`src/rtl/fp_add_pkg.sv`:
```
// rtl/fp_add_pkg.sv - shared state type and default sizing for the FP add sequencer
package fp_add_pkg;

  localparam int DATA_W_DEF      = 32;
  localparam int ADD_LATENCY_DEF = 3;
  localparam int CNT_W           = $clog2(DATA_W_DEF);

  typedef enum logic [2:0] {
    IDLE     = 3'd0,
    LOAD     = 3'd1,
    COMPUTE  = 3'd2,
    WAIT_OUT = 3'd3,
    WRITE    = 3'd4
  } state_t;

endpackage

```
`src/rtl/fp_add_sequencer_seq_counter.sv`:
```
// rtl/fp_add_sequencer_seq_counter.sv - up-counter with sync clear and terminal-count compare
module seq_counter #(
  parameter int W = 5
) (
  input  logic         clk,
  input  logic         rst,
  input  logic         clr,
  input  logic         en,
  input  logic [W-1:0] term,
  output logic [W-1:0] cnt,
  output logic         at_term
);

  always_ff @(posedge clk) begin
    if (rst || clr) begin
      cnt <= '0;
    end else if (en) begin
      cnt <= cnt + W'(1);
    end
  end

  assign at_term = (cnt == term);

endmodule

```
`src/rtl/fp_add_sequencer.sv`:
```
// rtl/fp_add_sequencer.sv - serial load / add / write-out controller for the FP adder datapath
module fp_add_sequencer
  import fp_add_pkg::*;
#(
  parameter int DATA_W      = DATA_W_DEF,
  parameter int ADD_LATENCY = ADD_LATENCY_DEF
) (
  input  logic                      clk_in,
  input  logic                      rst_in,
  input  logic                      start_in,
  output logic                      op_shift_en_out,
  output logic                      adder_start_out,
  input  logic                      out_input_rdy_in,
  output logic                      out_wr_out,
  output logic                      busy_out,
  output logic                      done_out,
  output logic [$clog2(DATA_W)-1:0] bit_cnt_out
);

  localparam int CW = $clog2(DATA_W);
  localparam logic [CW-1:0] LOAD_TERM = CW'(DATA_W - 1);
  localparam logic [CW-1:0] CALC_TERM = CW'(ADD_LATENCY - 1);

  state_t         state;
  state_t         state_nxt;
  logic           cnt_en;
  logic           cnt_clr;
  logic           at_term;
  logic [CW-1:0]  cnt;
  logic [CW-1:0]  term;

  // One counter serves both timed phases; it sits at zero outside them.
  assign cnt_en  = (state == LOAD) || (state == COMPUTE);
  assign cnt_clr = !cnt_en || at_term;
  assign term    = (state == LOAD) ? LOAD_TERM : CALC_TERM;

  seq_counter #(.W(CW)) u_cnt (
    .clk     (clk_in),
    .rst     (rst_in),
    .clr     (cnt_clr),
    .en      (cnt_en),
    .term    (term),
    .cnt     (cnt),
    .at_term (at_term)
  );

  always_comb begin
    state_nxt = state;
    case (state)
      IDLE:     if (start_in)         state_nxt = LOAD;
      LOAD:     if (at_term)          state_nxt = COMPUTE;
      COMPUTE:  if (at_term)          state_nxt = WAIT_OUT;
      WAIT_OUT: if (out_input_rdy_in) state_nxt = WRITE;
      WRITE:                          state_nxt = IDLE;
      default:                        state_nxt = IDLE;
    endcase
  end

  always_ff @(posedge clk_in) begin
    if (rst_in) begin
      state <= IDLE;
    end else begin
      state <= state_nxt;
    end
  end

  assign op_shift_en_out = (state == LOAD);
  assign adder_start_out = (state == COMPUTE) && (cnt == '0);
  assign out_wr_out      = (state == WRITE);
  assign done_out        = (state == WRITE);
  assign busy_out        = (state != IDLE);
  assign bit_cnt_out     = (state == LOAD) ? cnt : '0;

endmodule

```
`config.mk`:
```
export PLATFORM = sky130hd
export DESIGN_NAME = fp_add_sequencer
export DESIGN_NICKNAME = d
export VERILOG_FILES = /design/src/rtl/fp_add_pkg.sv /design/src/rtl/fp_add_sequencer_seq_counter.sv /design/src/rtl/fp_add_sequencer.sv
export SDC_FILE = /design/constraint.sdc
export NUM_CORES = 1
export LEC_CHECK = 0
export CAP_MARGIN = 20
export CORE_AREA = 2 2 39 41
export DETAILED_ROUTE_END_ITERATION = 8
export DIE_AREA = 0 0 41 43
export PLACE_DENSITY_LB_ADDON = 0.25
export SLEW_MARGIN = 20
export SYNTH_ARGS = -nofsm -noshare
export SYNTH_HDL_FRONTEND = slang
export SYNTH_SLANG_ARGS = --single-unit
```
`constraint.sdc`:
```
create_clock -name clk_in -period 2.45 [get_ports clk_in]
set_input_delay 0.6125 -clock clk_in [delete_from_list [all_inputs] [get_ports clk_in]]
set_output_delay 0.6125 -clock clk_in [all_outputs]
set_load 0.005 [all_outputs]
```
==> qor.yml, run 1 <==
fin_nets: 80
rows: 14
num_io_pins: 14
grt_pass1_vias: 392
utilization: 0.488
grt_use_total: 0.137
rr_worst_depth: 6
synth.area.top_cells: "dfxtp_1 (32%), ha_1 (15%), nor2_1 (6.0%)"
seq_power_share: 0.479
vias_per_cell: 4.80
ff2ff_setup_slack_ns: 0.35
place_hpwl_um: 764
start_util: 0.360
cts_root_buf: "clkbuf_4"
finalSetupViolCount: 0
synth_nets: 63
hold_class: "flip-flop to flip-flop"
rsz0062_at_grt: "no"
drc_errors: 0
place_congestion: 0.750
p_sw_frac: 0.249
final_area_um2: 676
tns_ns: 0
status: "finished, final reports clean"
vdd_drop_max_mv: 0.298
diodes: 0
fin_crit_sh: 0.947
grt_overflow: 0
yosysTopAreaCell: "dfxtp_1"
cts_hold_buf: 0
clk_path_buf_depth: 2
syn_inst: 53
port_buffers: 13
leakage_nw: 0.267
num_vias: 403
setup.worst_path.end_class: "primary output"
htreeDepth: 1
critPathLaunchType: "flip-flop"
synth.top_cell.area_share: 0.322
synth_cell_type_count: 22
whs_ns: 0.506
antenna_found_initial: 0
power_frac_comb: 0.161
hold_path.startpoint: "u_cnt.cnt[0]"
die_y_um: 43
ys_seq_elements: 8
placed_cell_area_um2: 646
grt_max_degree: 9
dr.pass1.iters: 1
cts_tree: "done"
core_region_area_mm2: 0.00138
hold_path_depth: 1
area_growth_pct: 35.7
clk_pin_slew_worst_paths_ns: 0.05
worst_slew_pin_slew_ns: 0.409
fmax_mhz: 431
timing.rr.end: "state[0]"
worstHoldEndpoint: "u_cnt.cnt[0]"
p_clk_frac: 0.359
yosys_warnings: 0
intPower_mw: 0.212
period_minus_slack_ns: 2.32
wl_per_cell_um: 11.3
clkSinkCount: 8
cp_data_arrival_time_ns: 1.71
skew_ns: 0.00216
routed_wl_um: 952
p_sw_mw: 0.0701
synth.yosys.seq_area_share: 0.322
die-area_mm2: 0.00176
drive_above_1_share: 0.162
cts_buffers: 3
r2r_start: "state[2]"
critPathRequiredTime_ns: 1.84
maxCapViolCount: 0
synth_area_um2: 498
slew_headroom: 0.725
path_class: "flip-flop to primary output"
die_w_um: 41
insertion_delay_ns: 0.25
ant_nets: 0
cts_setup_buffers: 0
path_max_fanout: 5
slew_viol_final: 0
pwr_density_cell_mw_per_mm2: 417
grt_pass1_wl_um: 1600
hold_violations: 0
syn_area_per_cell_um2: 9.40
drt_iter0_markers: 0
## registers in the layout, summed over array words and instances (netlist names)
signal and flops:
u_cnt.cnt 5, state 3
## cells in the final DEF, fill, tap and decap left out
| cell | count |
|---|---|
| clkdlybuf4s50_1 | 13 |
| dfxtp_1 | 8 |
| nor2_1 | 7 |
| ha_1 | 6 |
| nor3_1 | 3 |
| nand3_1 | 3 |
| xor2_1 | 3 |
| clkbuf_4 | 3 |
| inv_1 | 2 |
| nor4_1 | 2 |
| nor2b_1 | 2 |
| nand2_1 | 2 |
| buf_4 | 2 |
| nand2b_1 | 1 |
| nor2_4 | 1 |
| inv_2 | 1 |
| or3_1 | 1 |
| nor3b_1 | 1 |
| or4_4 | 1 |
| o211ai_4 | 1 |
| a32oi_1 | 1 |
| o31ai_4 | 1 |
| a311oi_1 | 1 |
| a2111oi_2 | 1 |
| xnor2_1 | 1 |
## metal layers
layer / global-route usage / up-vias / wire length (um)
li1: - / 221 / -
met1: 0.180 / 170 / 463
met2: 0.188 / 8 / 425
met3: 0.0471 / 4 / 36
met4: 0.0800 / 0 / 27
met5: 0 / - / 0
## worst max-delay path, cell delays in order (launching register included)
cell and delay [ns]:
dfxtp_1 0.35, inv_2 0.14, ha_1 0.16, nand3_1 0.07, nor4_1 0.19, clkdlybuf4s50_1 0.55
## layout make-up
class                           count  area, um2
Sequential cell                     8        160
Inverter                            3       11.3
Tap cell                           16       20.0
Fill cell                         142        708
Clock buffer                        3       22.5
Timing Repair Buffer               15        145
Multi-Input combinational cell     39        317
## power by group through the flow
stage | sequential, mW | combinational (mW) | clock (mW)
6_report | 0.135 | 0.0455 | 0.101
5_1_grt | 0.135 | 0.0505 | 0.112
4_1_cts | 0.135 | 0.0454 | 0.108
3_5_place_dp | 0.138 | 0.0448 | 0
3_3_place_gp | 0.138 | 0.0448 | 0
2_1_floorplan | 0.137 | 0.0285 | 0
## metrics by stage
stage / total power, mW / std cells / setup WS (ns)
finish: 0.282 / 84 / 0.130
global route: 0.298 / 84 / 0.0365
global placement: 0.183 / 81 / 0.245
floorplan: 0.165 / 53 / 0.369
CTS: 0.288 / 84 / 0.0139
detailed placement: 0.183 / 81 / 0.243
## cell families after synthesis
group | count (synthesis) | synth area share
buffers and inverters | 6 | 0.0578
flip-flops | 8 | 0.322
XOR/XNOR | 4 | 0.0704
adder cells (fa/ha/maj) | 6 | 0.151
AO/OA/AOI/OAI | 5 | 0.151
AND/OR/NAND/NOR | 24 | 0.249
## synth_stat cells, drive strengths merged
cell type  number
nor2b           2
o31ai           1
nor3            3
a311oi          1
buf             3
a2111oi         1
nand2           2
nor2            8
or4             1
nand3           3
or3             1
nor3b           1
nor4            2
nand2b          1
a32oi           1
dfxtp           8
xnor2           1
inv             3
ha              6
o211ai          1
xor2            3
## how the worst max path moves through the flow
stage | startpoint | to | slack, ns | cells after the start
2_1_floorplan | state[0] | state[0] | 0.37 | 7
3_3_place_gp | state[2] | state[0] | 0.25 | 6
3_5_place_dp | state[2] | state[0] | 0.24 | 6
4_1_cts | u_cnt.cnt[1] | adder_start_out | 0.01 | 5
5_1_grt | u_cnt.cnt[1] | adder_start_out | 0.04 | 5
6_report | u_cnt.cnt[1] | adder_start_out | 0.13 | 5
## repair_timing
item | 4_1_cts | 5_1_grt
pin swaps | 0 | 0
resized for setup | 1 | 2
endpoints found under the setup margin | 1 | 2
(Power assumes the default switching activity.)
==> run 2, diff against run 1 <==
--- a/config.mk
+++ b/config.mk
@@ -10,7 +10,7 @@
 export DETAILED_ROUTE_END_ITERATION = 8
 export DIE_AREA = 0 0 41 43
 export PLACE_DENSITY_LB_ADDON = 0.25
-export SLEW_MARGIN = 20
+export SLEW_MARGIN = 25
 export SYNTH_ARGS = -nofsm -noshare
 export SYNTH_HDL_FRONTEND = slang
 export SYNTH_SLANG_ARGS = --single-unit
==> results of run 2 <==
No change in the layout: final DEF, timing and power equal those of run 1.
